`src/rtl/fifo_pkg.sv`:
```
// Shared defaults and the pointer-advance helper for the FIFO family.
package fifo_pkg;

  localparam int DEFAULT_DATA_WIDTH = 8;
  localparam int DEFAULT_FIFO_DEPTH = 8;

  // Advance a circular-buffer pointer, wrapping at depth-1 so that
  // non-power-of-two depths work.
  function automatic int next_ptr(input int ptr, input int depth);
    return (ptr == depth - 1) ? 0 : ptr + 1;
  endfunction

endpackage

```
`src/rtl/fifo_ram.sv`:
```
// Storage array: one write port and one registered read port.
// The array itself has no reset; only the read-data register does.
module fifo_ram #(
  parameter int DATA_WIDTH = 8,
  parameter int DEPTH      = 8,
  parameter int ADDR_W     = 3
) (
  input  logic                  clk,
  input  logic                  rst_n,
  input  logic                  we,
  input  logic [ADDR_W-1:0]     waddr,
  input  logic [DATA_WIDTH-1:0] wdata,
  input  logic                  re,
  input  logic [ADDR_W-1:0]     raddr,
  output logic [DATA_WIDTH-1:0] rdata
);

  logic [DATA_WIDTH-1:0] mem [DEPTH];
  logic [DATA_WIDTH-1:0] rdata_q;

  // Write port: store the pushed word.
  always_ff @(posedge clk) begin
    if (we) mem[waddr] <= wdata;
  end

  // Read port: capture the popped word; holds between pops.
  always_ff @(posedge clk or negedge rst_n) begin
    if (!rst_n)  rdata_q <= '0;
    else if (re) rdata_q <= mem[raddr];
  end

  assign rdata = rdata_q;

endmodule

```
`src/rtl/sync_fifo.sv`:
```
// Single-clock FIFO with occupancy count, programmable almost-full /
// almost-empty flags, registered read data with a valid strobe, and
// sticky overflow/underflow error flags.
//
// Handshake: a push is taken when wr_en & wr_ready, a pop when
// rd_en & rd_val. wr_ready and rd_val depend only on the registered
// count, never on wr_en/rd_en, so a full FIFO refuses a push even if a
// pop happens in the same cycle, and an empty FIFO refuses a pop even if
// a push happens in the same cycle.
module sync_fifo
  import fifo_pkg::*;
#(
  parameter int DATA_WIDTH = DEFAULT_DATA_WIDTH,
  parameter int FIFO_DEPTH = DEFAULT_FIFO_DEPTH,
  parameter int AFULL_LVL  = FIFO_DEPTH - 1,
  parameter int AEMPTY_LVL = 1,
  parameter int PTR_W      = $clog2(FIFO_DEPTH),
  parameter int CNT_W      = $clog2(FIFO_DEPTH + 1)
) (
  input  logic                  clk,
  input  logic                  reset,
  input  logic                  wr_en,
  input  logic [DATA_WIDTH-1:0] wr_data,
  output logic                  wr_ready,
  input  logic                  rd_en,
  output logic                  rd_val,
  output logic [DATA_WIDTH-1:0] rd_data,
  output logic                  rd_data_val,
  output logic [CNT_W-1:0]      count,
  output logic                  almost_full,
  output logic                  almost_empty,
  output logic                  overflow,
  output logic                  underflow
);

  localparam logic [CNT_W-1:0] DEPTH_C  = CNT_W'(FIFO_DEPTH);
  localparam logic [CNT_W-1:0] AFULL_C  = CNT_W'(AFULL_LVL);
  localparam logic [CNT_W-1:0] AEMPTY_C = CNT_W'(AEMPTY_LVL);

  logic [PTR_W-1:0] wr_ptr_q, wr_ptr_d;
  logic [PTR_W-1:0] rd_ptr_q, rd_ptr_d;
  logic [CNT_W-1:0] count_q, count_d;
  logic             rd_data_val_q, rd_data_val_d;
  logic             overflow_q, overflow_d;
  logic             underflow_q, underflow_d;
  logic             push, pop;

  // Status flags come from the registered count only.
  always_comb begin
    wr_ready     = (count_q < DEPTH_C);
    rd_val       = (count_q != '0);
    almost_full  = (count_q >= AFULL_C);
    almost_empty = (count_q <= AEMPTY_C);
  end

  assign push = wr_en & wr_ready;
  assign pop  = rd_en & rd_val;

  // Next-state: pointers, occupancy, read strobe and sticky error flags.
  always_comb begin
    wr_ptr_d      = wr_ptr_q;
    rd_ptr_d      = rd_ptr_q;
    count_d       = count_q;
    rd_data_val_d = pop;
    overflow_d    = overflow_q  | (wr_en & ~wr_ready);
    underflow_d   = underflow_q | (rd_en & ~rd_val);
    if (push) wr_ptr_d = PTR_W'(next_ptr(32'(wr_ptr_q), FIFO_DEPTH));
    if (pop)  rd_ptr_d = PTR_W'(next_ptr(32'(rd_ptr_q), FIFO_DEPTH));
    case ({push, pop})
      2'b10:   count_d = count_q + CNT_W'(1);
      2'b01:   count_d = count_q - CNT_W'(1);
      default: count_d = count_q;
    endcase
  end

  // State registers; reset discards all contents immediately.
  always_ff @(posedge clk or negedge reset) begin
    if (!reset) begin
      wr_ptr_q      <= '0;
      rd_ptr_q      <= '0;
      count_q       <= '0;
      rd_data_val_q <= 1'b0;
      overflow_q    <= 1'b0;
      underflow_q   <= 1'b0;
    end else begin
      wr_ptr_q      <= wr_ptr_d;
      rd_ptr_q      <= rd_ptr_d;
      count_q       <= count_d;
      rd_data_val_q <= rd_data_val_d;
      overflow_q    <= overflow_d;
      underflow_q   <= underflow_d;
    end
  end

  fifo_ram #(
    .DATA_WIDTH (DATA_WIDTH),
    .DEPTH      (FIFO_DEPTH),
    .ADDR_W     (PTR_W)
  ) u_ram (
    .clk   (clk),
    .rst_n (reset),
    .we    (push),
    .waddr (wr_ptr_q),
    .wdata (wr_data),
    .re    (pop),
    .raddr (rd_ptr_q),
    .rdata (rd_data)
  );

  assign count       = count_q;
  assign rd_data_val = rd_data_val_q;
  assign overflow    = overflow_q;
  assign underflow   = underflow_q;

endmodule
```
`config.mk`:
```
export PLATFORM = sky130hd
export DESIGN_NAME = sync_fifo
export DESIGN_NICKNAME = d
export VERILOG_FILES = /design/src/rtl/fifo_pkg.sv /design/src/rtl/fifo_ram.sv /design/src/rtl/sync_fifo.sv
export SDC_FILE = /design/constraint.sdc
export NUM_CORES = 1
export LEC_CHECK = 0
export ABC_AREA = 1
export ABC_CLOCK_PERIOD_IN_PS = 2500
export BUFFER_PORTS_ARGS = -buffer_cell sky130_fd_sc_hd__buf_2
export CAP_MARGIN = 10
export CORE_UTILIZATION = 45
export CTS_CLUSTER_SIZE = 12
export DETAILED_ROUTE_END_ITERATION = 8
export PLACE_DENSITY_LB_ADDON = 0.2
export SLEW_MARGIN = 5
export SYNTH_ARGS = -nofsm -noshare
export SYNTH_HDL_FRONTEND = slang
export SYNTH_SLANG_ARGS = --single-unit
export TNS_END_PERCENT = 30
```
`constraint.sdc`:
```
create_clock -name clk -period 2.5 [get_ports clk]
set_input_delay 0.5 -clock clk [delete_from_list [all_inputs] [get_ports clk]]
set_output_delay 0.5 -clock clk [all_outputs]
set_load 0.005 [all_outputs]
```
==> results of run 1 <==
==> registers in the layout, summed over array words and instances (netlist names) <==
signal,cells
u_ram.mem,64
u_ram.rdata,8
count,4
rd_ptr_q,3
wr_ptr_q,3
overflow,1
rd_data_val,1
underflow,1
==> how the worst max path moves through the flow <==
stage / end
detailed placement: count[3]
CTS: count[3]
global placement: count[3]
finish: count[3]
floorplan: count[3]
global route: count[3]
==> stage by stage <==
stage | instance area (µm²) | cells | setup slack (ns)
after floorplan | 3830 | 365 | 0.625
after global placement | 4090 | 498 | 0.590
after detailed placement | 4090 | 498 | 0.472
after CTS | 4280 | 514 | 0.464
after global routing | 4280 | 514 | 0.277
final | 4280 | 514 | 0.455
==> kinds of logic after synthesis <==
| family | count (synthesis) | synth area share [%] |
|---|---|---|
| AND/OR/NAND/NOR | 178 | 21.5 |
| flip-flops | 85 | 63.8 |
| buffers and inverters | 78 | 9.33 |
| AO/OA/AOI/OAI | 13 | 2.09 |
| adder cells (fa/ha/maj) | 8 | 2.61 |
| XOR/XNOR | 3 | 0.685 |
==> synthesized netlist by cell type <==
| cell type | n | share of area (%) |
|---|---|---|
| sky130_fd_sc_hd__edfxtp_1 | 64 | 50 |
| sky130_fd_sc_hd__o21ai_2 | 1 | 0.23 |
| sky130_fd_sc_hd__buf_4 | 2 | 0.39 |
| sky130_fd_sc_hd__buf_12 | 1 | 0.52 |
| sky130_fd_sc_hd__nand4_1 | 1 | 0.16 |
| sky130_fd_sc_hd__nor2_1 | 10 | 0.98 |
| sky130_fd_sc_hd__nor2_2 | 2 | 0.33 |
| sky130_fd_sc_hd__o21bai_1 | 2 | 0.39 |
| sky130_fd_sc_hd__buf_6 | 4 | 1.2 |
| sky130_fd_sc_hd__inv_6 | 1 | 0.23 |
| sky130_fd_sc_hd__dfrtp_1 | 21 | 14 |
| sky130_fd_sc_hd__xnor2_1 | 2 | 0.46 |
| sky130_fd_sc_hd__o211ai_1 | 1 | 0.20 |
| sky130_fd_sc_hd__nand2_1 | 105 | 10 |
| sky130_fd_sc_hd__nand3_1 | 41 | 5.4 |
| sky130_fd_sc_hd__xor2_1 | 1 | 0.23 |
| sky130_fd_sc_hd__inv_1 | 61 | 6.0 |
| sky130_fd_sc_hd__nand2_4 | 1 | 0.29 |
| sky130_fd_sc_hd__buf_2 | 5 | 0.65 |
| sky130_fd_sc_hd__ha_1 | 8 | 2.6 |
| sky130_fd_sc_hd__or2_1 | 1 | 0.16 |
| sky130_fd_sc_hd__nand3_2 | 8 | 2.1 |
| sky130_fd_sc_hd__inv_2 | 3 | 0.29 |
| sky130_fd_sc_hd__o21a_1 | 1 | 0.20 |
| sky130_fd_sc_hd__clkinv_1 | 1 | 0.098 |
| sky130_fd_sc_hd__nand2_8 | 1 | 0.52 |
| sky130_fd_sc_hd__nand2_2 | 8 | 1.3 |
| sky130_fd_sc_hd__o22ai_1 | 1 | 0.16 |
| sky130_fd_sc_hd__o21ai_0 | 7 | 0.91 |
==> area by class of cell <==
cell class                 instances  area (µm²)  share of cell area, %
multi-input combinational        202        1030                   24.1
sequential                        85        2450                   57.2
tap                              105         131                   3.07
clock inverter                     7        66.3                   1.55
timing repair buffer              40         225                   5.27
inverter                          66         253                   5.91
clock buffer                       9         124                   2.90
==> layer usage <==
metal / wire length [µm] / part of all wire, % / vias up / GRT usage, %
met1: 3400 / 46 / 1149 / 23.6
met4: 113 / 1.5 / 0 / 8.46
met2: 3690 / 50 / 31 / 31.0
met5: 0 / 0 / - / 0
met3: 236 / 3.2 / 10 / 3.64
li1: - / - / 1242 / -
==> power by group through the flow <==
stage               Combinational [mW]  Clock (mW)  Sequential [mW]
floorplan                         1.19           0             1.92
global placement                  1.53           0             1.97
detailed placement                1.56           0             1.97
CTS                               1.57       0.946             1.94
global route                      1.77        1.00             1.97
finish                            1.54       0.918             1.94
==> worst max-delay path, cell delays in order, from the launching register on <==
cell and delay [ns]:
sky130_fd_sc_hd__dfrtp_1 0.47, sky130_fd_sc_hd__inv_1 0.07, sky130_fd_sc_hd__ha_1 0.24, sky130_fd_sc_hd__nand2_4 0.12, sky130_fd_sc_hd__nand2_8 0.08, sky130_fd_sc_hd__inv_6 0.16
sky130_fd_sc_hd__ha_1 0.24, sky130_fd_sc_hd__inv_1 0.09, sky130_fd_sc_hd__o21ai_0 0.23, sky130_fd_sc_hd__nand4_1 0.12, sky130_fd_sc_hd__nand2_1 0.08, sky130_fd_sc_hd__inv_1 0.03
==> flow_summary_export.csv, run 1 <==
group,metric,value,unit
status,status,"complete, no violations",
sta,final.setup_skew,0.00536,ns
worst_setup_path,crit_start,"count[0]",
power_and_ir_drop,switch_share,37.1,%
finish,finish.net_count,424,
floorplanning,die-height,94.3,µm
power_and_ir_drop,seq_power_share,44.0,%
detailed_routing,drt_iter0_markers,156,
job,maxCapViolCount,0,
floorplanning,pin_count,31,
worst_setup_path,crit_path_max_fanout,16,
worst_setup_path,reg2reg_from,"count[0]",
clock_network,clock-sinks,85,
synthesis,seq_area_frac_synth,63.8,%
finish,mostFrequentLayoutCell,"sky130_fd_sc_hd__nand2_1",
clock_network,ctsHoldBuffers,0,
detailed_routing,routed_wire_length,7.44,mm
detailed_routing,detail-route-antenna-nets,0,
place,io_buffers,30,
sta,final_max_tran_viols,0,
sta,period_minus_slack,2.04,ns
detailed_routing,average_vias_per_placed_instance,4.73,
global_routing,grt_pass1_wl,11.9,mm
detailed_routing,drcViolationCount,0,
clock_network,clock_tree.root_cell,"sky130_fd_sc_hd__clkbuf_8",
sta,setup_total_negative_slack,0,ns
worst_setup_path,worst_path_class_setup,"flip-flop to flip-flop",
worst_setup_path,cp_data_arrival_time,2.29,ns
clock_network,cts.path.max_buffers,2,
finish,utilization,52.0,%
floorplanning,die-area,8900,µm²
detailed_routing,wl_per_cell,14.5,µm
floorplanning,floorplan.rows,33,
sta,final_min_period_over_clock_period,81.8,%
synthesis,syn-cell-area,3830,µm²
worst_setup_path,critPathLaunchType,"flip-flop",
power_and_ir_drop,report.power.total,4.40,mW
sta,setup_viol_count_final,0,
worst_setup_path,setup.worst_path.end_class,"flip-flop",
detailed_routing,detailedRoute.firstPassIterationCount,4,
power_and_ir_drop,powerDensity,1030,nW/µm²
finish,insertedDiodeCount,0,
global_routing,grtUsageTotal,18.7,%
place,hpwl,4.82,mm
floorplanning,start_util,46.7,%
power_and_ir_drop,cellInternalPower,2.77,mW
finish,drive_gt1_share,19.3,%
synthesis,mappedNetlistNets,385,
finish,layout.filler_cells,737,
sta,setup_repair_after_global_routing_missed_its_margin,"no",
place,gp_congestion,0.751,
global_routing,grt_max_degree,35,
global_routing,grt_total_ovfl,0,
power_and_ir_drop,leakage,1.94,nW
worst_setup_path,rr_endpoint,"count[3]",
clock_network,h-tree-depth,3,
global_routing,grt_antenna_before_repair,0,
sta,hold_ws,0.102,ns
min_path,hold_class,"input pin to async pin",
detailed_routing,total_number_of_vias,2432,
power_and_ir_drop,power.share.clock,20.9,%
synthesis,synthesis.yosys.warnings,0,
clock_network,clk_pin_slew,0.08,ns
clock_network,post_cts_resized,0,
synthesis,synth_seq_cells,85,
worst_setup_path,r2r.worst_path.cells,11,
global_routing,grt_pass1_vias,2378,
worst_setup_path,required_time_of_the_critical_path,2.75,ns
synthesis,post_synth.cell_area_avg,10.5,µm²
power_and_ir_drop,combPwrFrac,35.1,%
floorplanning,core_area,8220,µm²
sta,timing.final.hold_violations,0,
worst_setup_path,reg2reg_setup_slack,0.46,ns
floorplanning,die-width,94.3,µm
finish,area_delta_synth_final,11.5,%
sta,slew-limit-headroom,62.0,%
clock_network,worst_skew_pair.late_latency,0.34,ns
clock_network,number_of_buffers_created_by_cts,9,
clock_network,clock_tree_from_tritoncts,"done",
synthesis,post_synth_inst_count,365,
clock_network,number_of_buffers_inserted_by_post_cts_setup_repair,0,
power_and_ir_drop,net-switching-power,1.63,mW
sta,fmaxAchievable,0.489,GHz
power_and_ir_drop,vdd_drop_max,0.000374,V
sta,worst_slew_pin_slew,0.569,ns
synthesis,synth.distinct_cells,29,
finish,mostFrequentLayoutCells,"sky130_fd_sc_hd__nand2_1, sky130_fd_sc_hd__edfxtp_1, sky130_fd_sc_hd__inv_1",
No activity file was read; power rests on OpenSTA's default activity.
==> run 2, diff against run 1 <==
ABC_CLOCK_PERIOD_IN_PS = 1700   (was 2500)
clock period = 1.7 ns   (was 2.5 ns; I/O delays follow)
==> flow_summary_export.csv, run 2 (synthesis results as in run 1) <==
group,metric,value,unit
worst_setup_path,cpLargestDelayFamily,"flip-flops",
finish,utilization,54.3,%
sta,setup_viol_count_final,0,
worst_setup_path,reg2reg_from,"count[0]",
power_and_ir_drop,vdd_drop_max,0.000514,V
finish,mostFrequentLayoutCell,"sky130_fd_sc_hd__nand2_1",
finish,drive_gt1_share,24.4,%
floorplanning,die-height,94.3,µm
detailed_routing,wl_per_cell,14.8,µm
sta,fmaxAchievable,0.599,GHz
floorplanning,start_util,46.7,%
power_and_ir_drop,leakage,2.03,nW
floorplanning,pin_count,31,
detailed_routing,detailedRoute.firstPassIterationCount,4,
floorplanning,die-area,8900,µm²
worst_setup_path,cp_num_cells,5,
global_routing,grt_total_ovfl,0,
worst_setup_path,crit_start,"count[0]",
sta,period_minus_slack,1.67,ns
place,place_area,4180,µm²
worst_setup_path,timing.critical_path.buf_inv,2,
place,placed_cells,505,
floorplanning,die-width,94.3,µm
worst_setup_path,reg2reg_setup_slack,0.05,ns
worst_setup_path,required_time_of_the_critical_path,1.36,ns
floorplanning,core_area,8220,µm²
worst_setup_path,critPathSlowestCell,"sky130_fd_sc_hd__dfrtp_2",
worst_setup_path,crit_chain,"buf_6 > ha_1 > nand2_1 > nand2_2 > buf_2",
finish,most_flop_heavy_register,"u_ram.mem",
status,status,"complete, no violations",
finish,finalInstanceArea,4460,µm²
worst_setup_path,max_stage_delay,0.42,ns
global_routing,grt_antenna_before_repair,0,
clock_network,worst_skew_pair.late_latency,0.35,ns
power_and_ir_drop,report.power.total,6.85,mW
worst_setup_path,crit_path_max_fanout,4,
global_routing,grt_max_degree,35,
worst_setup_path,endpoint,"almost_empty",
worst_setup_path,worst_path_class_setup,"flip-flop to output port",
clock_network,clk_pin_slew,0.09,ns
place,io_buffers,30,
finish,finish.net_count,441,
finish,stdcell_count,531,
sta,final_max_tran_viols,0,
worst_setup_path,setup.worst_path.end_class,"output port",
clock_network,number_of_buffers_created_by_cts,9,
finish,insertedDiodeCount,0,
detailed_routing,drcViolationCount,0,
clock_network,clock-sinks,85,
worst_setup_path,cp_data_arrival_time,1.33,ns
finish,multi_input_area,1060,µm²
sta,slew-limit-headroom,64.5,%
clock_network,clock_tree_from_tritoncts,"done",
floorplanning,floorplan.rows,33,
finish,area_delta_synth_final,16.3,%
min_path,hold_class,"input pin to flip-flop",
finish,layout.filler_cells,727,
detailed_routing,routed_wire_length,7.87,mm
place,hpwl,5.39,mm
worst_setup_path,r2r.worst_path.cells,11,
place,gp_congestion,0.819,
clock_network,clock_tree.root_cell,"sky130_fd_sc_hd__clkbuf_8",
sta,worst_slew_pin_slew,0.532,ns
detailed_routing,drt_iter0_markers,140,
finish,regArea,2450,µm²
clock_network,h-tree-depth,3,
finish,mostFrequentLayoutCells,"sky130_fd_sc_hd__nand2_1, sky130_fd_sc_hd__edfxtp_1, sky130_fd_sc_hd__inv_1",
sta,timing.final.hold_violations,0,
global_routing,grtUsageTotal,19.7,%
detailed_routing,average_vias_per_placed_instance,4.82,
sta,final_min_period_over_clock_period,98.3,%
job,maxCapViolCount,0,
detailed_routing,detail-route-antenna-nets,0,
finish,largest_register_ff_count,64,
global_routing,grt_pass1_vias,2447,
worst_setup_path,critPathLaunchType,"flip-flop",
power_and_ir_drop,powerDensity,1530,nW/µm²
sta,setup_repair_after_global_routing_missed_its_margin,"yes",
sta,final.setup_skew,0.0104,ns
sta,hold_ws,0.270,ns
global_routing,grt_pass1_wl,12.6,mm
worst_setup_path,rr_endpoint,"count[2]",
clock_network,cts.path.max_buffers,2,
detailed_routing,total_number_of_vias,2559,
## run 2: worst min path at each step
| stage | startpoint | endpoint | slack [ns] | cells past startpoint |
|---|---|---|---|---|
| after global routing | rd_en | underflow | 0.28 | 3 |
| final | rd_en | underflow | 0.27 | 3 |
| after detailed placement | reset | underflow | 0.33 | 1 |
| after global placement | reset | underflow | 0.32 | 1 |
| after CTS | rd_en | underflow | 0.26 | 3 |
| after floorplan | reset | count[0] | 0.04 | 0 |
## run 2: worst reg2reg max path: cells and delay by family (launching register included)
family / cells / cell delay [ns]
buffers and inverters: 5 / 0.29
AOI/OAI and AO/OA: 1 / 0.09
adders and majority gates: 2 / 0.41
DFF: 1 / 0.42
and+or+nand+nor: 2 / 0.17
xor gates and xnor gates: 1 / 0.16
## run 2: power by group
| part | total, mW | internal, mW | switching [mW] |
|---|---|---|---|
| registers | 2.78 | 2.58 | 0.197 |
| logic | 2.72 | 1.10 | 1.62 |
| clock network | 1.35 | 0.657 | 0.692 |
## run 2: what timing repair did
item,4_1_cts,5_1_grt
gates resized for setup,1,8
pin swaps,0,4
buffers inserted,2,7
hold buffers,1,0
hold endpoints to repair,21,0
setup endpoints to repair,2,4
## run 2: area by class of cell
class | count | area share (%)
flip-flops and latches | 85 | 54.9
repair buffers | 57 | 8.50
inverters | 66 | 5.72
well taps | 105 | 2.94
multi-input cells | 202 | 23.8
clock inverters | 3 | 0.393
clock buffers | 13 | 3.81
## run 2: metal layers
layer  part of all wire (%)  vias up  track usage [%]
met5                      0        -                0
met4                   0.93        0             6.79
met3                    5.4        6             4.21
met2                     51       62             31.6
met1                     43     1218             26.7
li1                       -     1273                -
## run 2: stage by stage
step | setup slack [ns] | setup TNS [ns]
2_1_floorplan | -0.0207 | -0.0597
3_3_place_gp | 0.143 | 0
3_5_place_dp | 0.0751 | 0
4_1_cts | -0.00436 | -0.00525
5_1_grt | -0.0400 | -0.0723
6_report | 0.0296 | 0
==> run 3, diff against run 2 <==
ABC_AREA = not set   (was 1)
PLACE_DENSITY = 0.69   (was not set)
PLACE_DENSITY_LB_ADDON = not set   (was 0.2)
SETUP_SLACK_MARGIN = 0.4   (was not set)
==> flow_summary_export.csv, run 3 <==
group,metric,value,unit
status,status,"complete, but fails checks",
status,violations_in_the_final_reports,"negative setup slack",
finish,mostFrequentLayoutCells,"sky130_fd_sc_hd__edfxtp_1, sky130_fd_sc_hd__buf_4, sky130_fd_sc_hd__buf_2",
synthesis,post_synth_inst_count,216,
finish,layout.filler_cells,561,
clock_network,number_of_buffers_created_by_cts,9,
sta,final_min_period_over_clock_period,109,%
floorplanning,start_util,47.4,%
sta,timing.final.hold_violations,0,
finish,most_flop_heavy_register,"u_ram.mem",
detailed_routing,total_number_of_vias,2107,
worst_setup_path,reg2reg_setup_slack,-0.16,ns
detailed_routing,detailedRoute.firstPassIterationCount,4,
worst_setup_path,setup.worst_path.end_class,"flip-flop",
min_path,hold_class,"input pin to flip-flop",
sta,setup_viol_count_final,4,
clock_network,clock_tree_from_tritoncts,"done",
finish,finish.net_count,307,
synthesis,syn-cell-area,3510,µm²
finish,mostFrequentLayoutCell,"sky130_fd_sc_hd__edfxtp_1",
finish,stdcell_count,391,
place,io_buffers,30,
worst_setup_path,required_time_of_the_critical_path,1.98,ns
synthesis,post_synth.cell_area_avg,16.2,µm²
floorplanning,floorplan.rows,31,
floorplanning,core_area,7410,µm²
synthesis,yosys.cell_count.top_type,"sky130_fd_sc_hd__edfxtp_1",
power_and_ir_drop,vdd_drop_max,0.00101,V
global_routing,grt_pass1_wl,11.0,mm
power_and_ir_drop,powerDensity,1660,nW/µm²
global_routing,global_route.peak_usage_layer,"met2",
sta,worst_slew_pin_slew,0.532,ns
synthesis,synthTopCellsByArea,"sky130_fd_sc_hd__edfxtp_1, sky130_fd_sc_hd__dfrtp_1, sky130_fd_sc_hd__mux2_2",
sta,final_max_tran_viols,0,
global_routing,grt_use_met1,22.8,%
place,place_area,4000,µm²
synthesis,share_of_the_synthesized_area_in_the_top_cell_type,54.8,%
job,maxCapViolCount,0,
synthesis,seq_area_frac_synth,69.8,%
clock_network,cts.path.max_buffers,2,
detailed_routing,drcViolationCount,0,
synthesis,mappedNetlistNets,236,
floorplanning,die-width,90.3,µm
finish,area_delta_synth_final,28.7,%
detailed_routing,drt_iter0_markers,116,
finish,multi_input_area,1190,µm²
sta,fmaxAchievable,0.538,GHz
synthesis,main_flop_type_after_synthesis,"sky130_fd_sc_hd__edfxtp_1",
global_routing,gr_util_met2,31.0,%
place,placed_cells,365,
global_routing,grt_total_ovfl,0,
worst_setup_path,cp_data_arrival_time,2.14,ns
sta,slew-limit-headroom,64.5,%
detailed_routing,wl_per_cell,18.3,µm
synthesis,synth_area_leader_cell,"sky130_fd_sc_hd__edfxtp_1",
synthesis,synth.distinct_cells,32,
finish,insertedDiodeCount,0,
global_routing,grt_max_degree,22,
sta,period_minus_slack,1.86,ns
clock_network,worst_skew_pair.late_latency,0.36,ns
synthesis,ranking_of_synthesized_cells_by_instance_count,"sky130_fd_sc_hd__edfxtp_1, sky130_fd_sc_hd__dfrtp_1, sky130_fd_sc_hd__mux2_2",
clock_network,clock_tree.root_cell,"sky130_fd_sc_hd__clkbuf_8",
floorplanning,die-height,90.3,µm
global_routing,grt.met3_usage,5.30,%
sta,fin_ws,-0.159,ns
clock_network,h-tree-depth,3,
finish,regArea,2450,µm²
floorplanning,pin_count,31,
finish,finalInstanceArea,4520,µm²
worst_setup_path,worst_path_class_setup,"flip-flop to flip-flop",
finish,largest_register_ff_count,64,
detailed_routing,average_vias_per_placed_instance,5.39,
global_routing,grt_antenna_before_repair,0,
synthesis,number_of_enable_type_register_cells_in_the_synthesized_netlist,64,
worst_setup_path,critPathLaunchType,"flip-flop",
power_and_ir_drop,leakage,1.74,nW
synthesis,synthesis.yosys.warnings,0,
place,gp_congestion,0.825,
sta,setup_total_negative_slack,-0.417,ns
clock_network,clk_pin_slew,0.09,ns
place,place_worst_setup_slack,-0.210,ns
synthesis,synth_async_sr_flop_share,24.7,%
sta,final.setup_skew,0.00781,ns
floorplanning,die-area,8150,µm²
detailed_routing,routed_wire_length,7.14,mm
place,hpwl,4.55,mm
worst_setup_path,crit_path_max_fanout,2,
finish,drive_gt1_share,47.3,%
synthesis,synth_seq_cells,85,
detailed_routing,detail-route-antenna-nets,0,
clock_network,clock-sinks,85,
global_routing,grt_pass1_vias,2113,
finish,utilization,61.0,%
global_routing,grtUsageTotal,18.5,%
sta,setup_repair_after_global_routing_missed_its_margin,"yes",
[run 3: path summary, 6_finish.rpt]
| kind | from | endpoint | cells past startpoint |
|---|---|---|---|
| max reg2reg | count[1] | count[3] | 9 |
| min | wr_data[3] | u_ram.mem[0][3] | 1 |
| max | count[1] | count[3] | 9 |
| min in group asynchronous | reset | u_ram.rdata[3] | 2 |
| max in group asynchronous | reset | wr_ptr_q[1] | 2 |
| min reg2reg | underflow | underflow | 1 |
[run 3: power breakdown]
group	internal [mW]	total (mW)	switching (mW)
clock	0.834	1.57	0.732
sequential	2.62	2.92	0.305
combinational	1.58	2.99	1.42
[run 3: cell families after synthesis]
group	count (synthesis)	share of synthesized area, %
xor gates and xnor gates	4	0.999
AOI/OAI and AO/OA	37	7.45
DFF	85	69.8
and+or+nand+nor	29	4.49
buffers and inverters	15	2.85
adders and majority gates	8	2.85
muxes	38	11.6
[run 3: repair_timing]
item	CTS	global route
setup endpoints to repair	89	91
hold endpoints to repair	21	0
setup buffers	5	4
hold buffers	1	0
pin swaps	14	2
resized for setup	25	28
[run 3: layout make-up]
| class | count | area share (%) |
|---|---|---|
| Multi-Input combinational cell | 116 | 26.4 |
| Clock inverter | 7 | 2.19 |
| Sequential cell | 85 | 54.3 |
| Tap cell | 99 | 2.74 |
| Clock buffer | 9 | 2.74 |
| Inverter | 6 | 0.554 |
| Timing Repair Buffer | 69 | 11.1 |
[run 3: worst max-delay path: stages, from the launching register on]
cell and delay [ns]:
sky130_fd_sc_hd__dfrtp_1 0.37, sky130_fd_sc_hd__inv_2 0.06, sky130_fd_sc_hd__ha_4 0.15, sky130_fd_sc_hd__nor3b_4 0.14
sky130_fd_sc_hd__nand2b_4 0.15, sky130_fd_sc_hd__inv_4 0.06, sky130_fd_sc_hd__ha_4 0.13, sky130_fd_sc_hd__or4b_4 0.45
sky130_fd_sc_hd__a21oi_2 0.15, sky130_fd_sc_hd__xnor2_1 0.12
[run 3: metal layers]
layer	vias to the layer above	part of all wire (%)
met4	0	1.4
met3	7	4.5
li1	972	-
met1	1084	42
met5	-	0
met2	44	52
[run 3: through the flow]
stage	power (mW)	hold slack [ns]
floorplan	4.52	0.0444
global placement	5.29	0.346
detailed placement	5.37	0.347
CTS	7.19	0.231
global route	7.90	0.239
finish	7.48	0.249
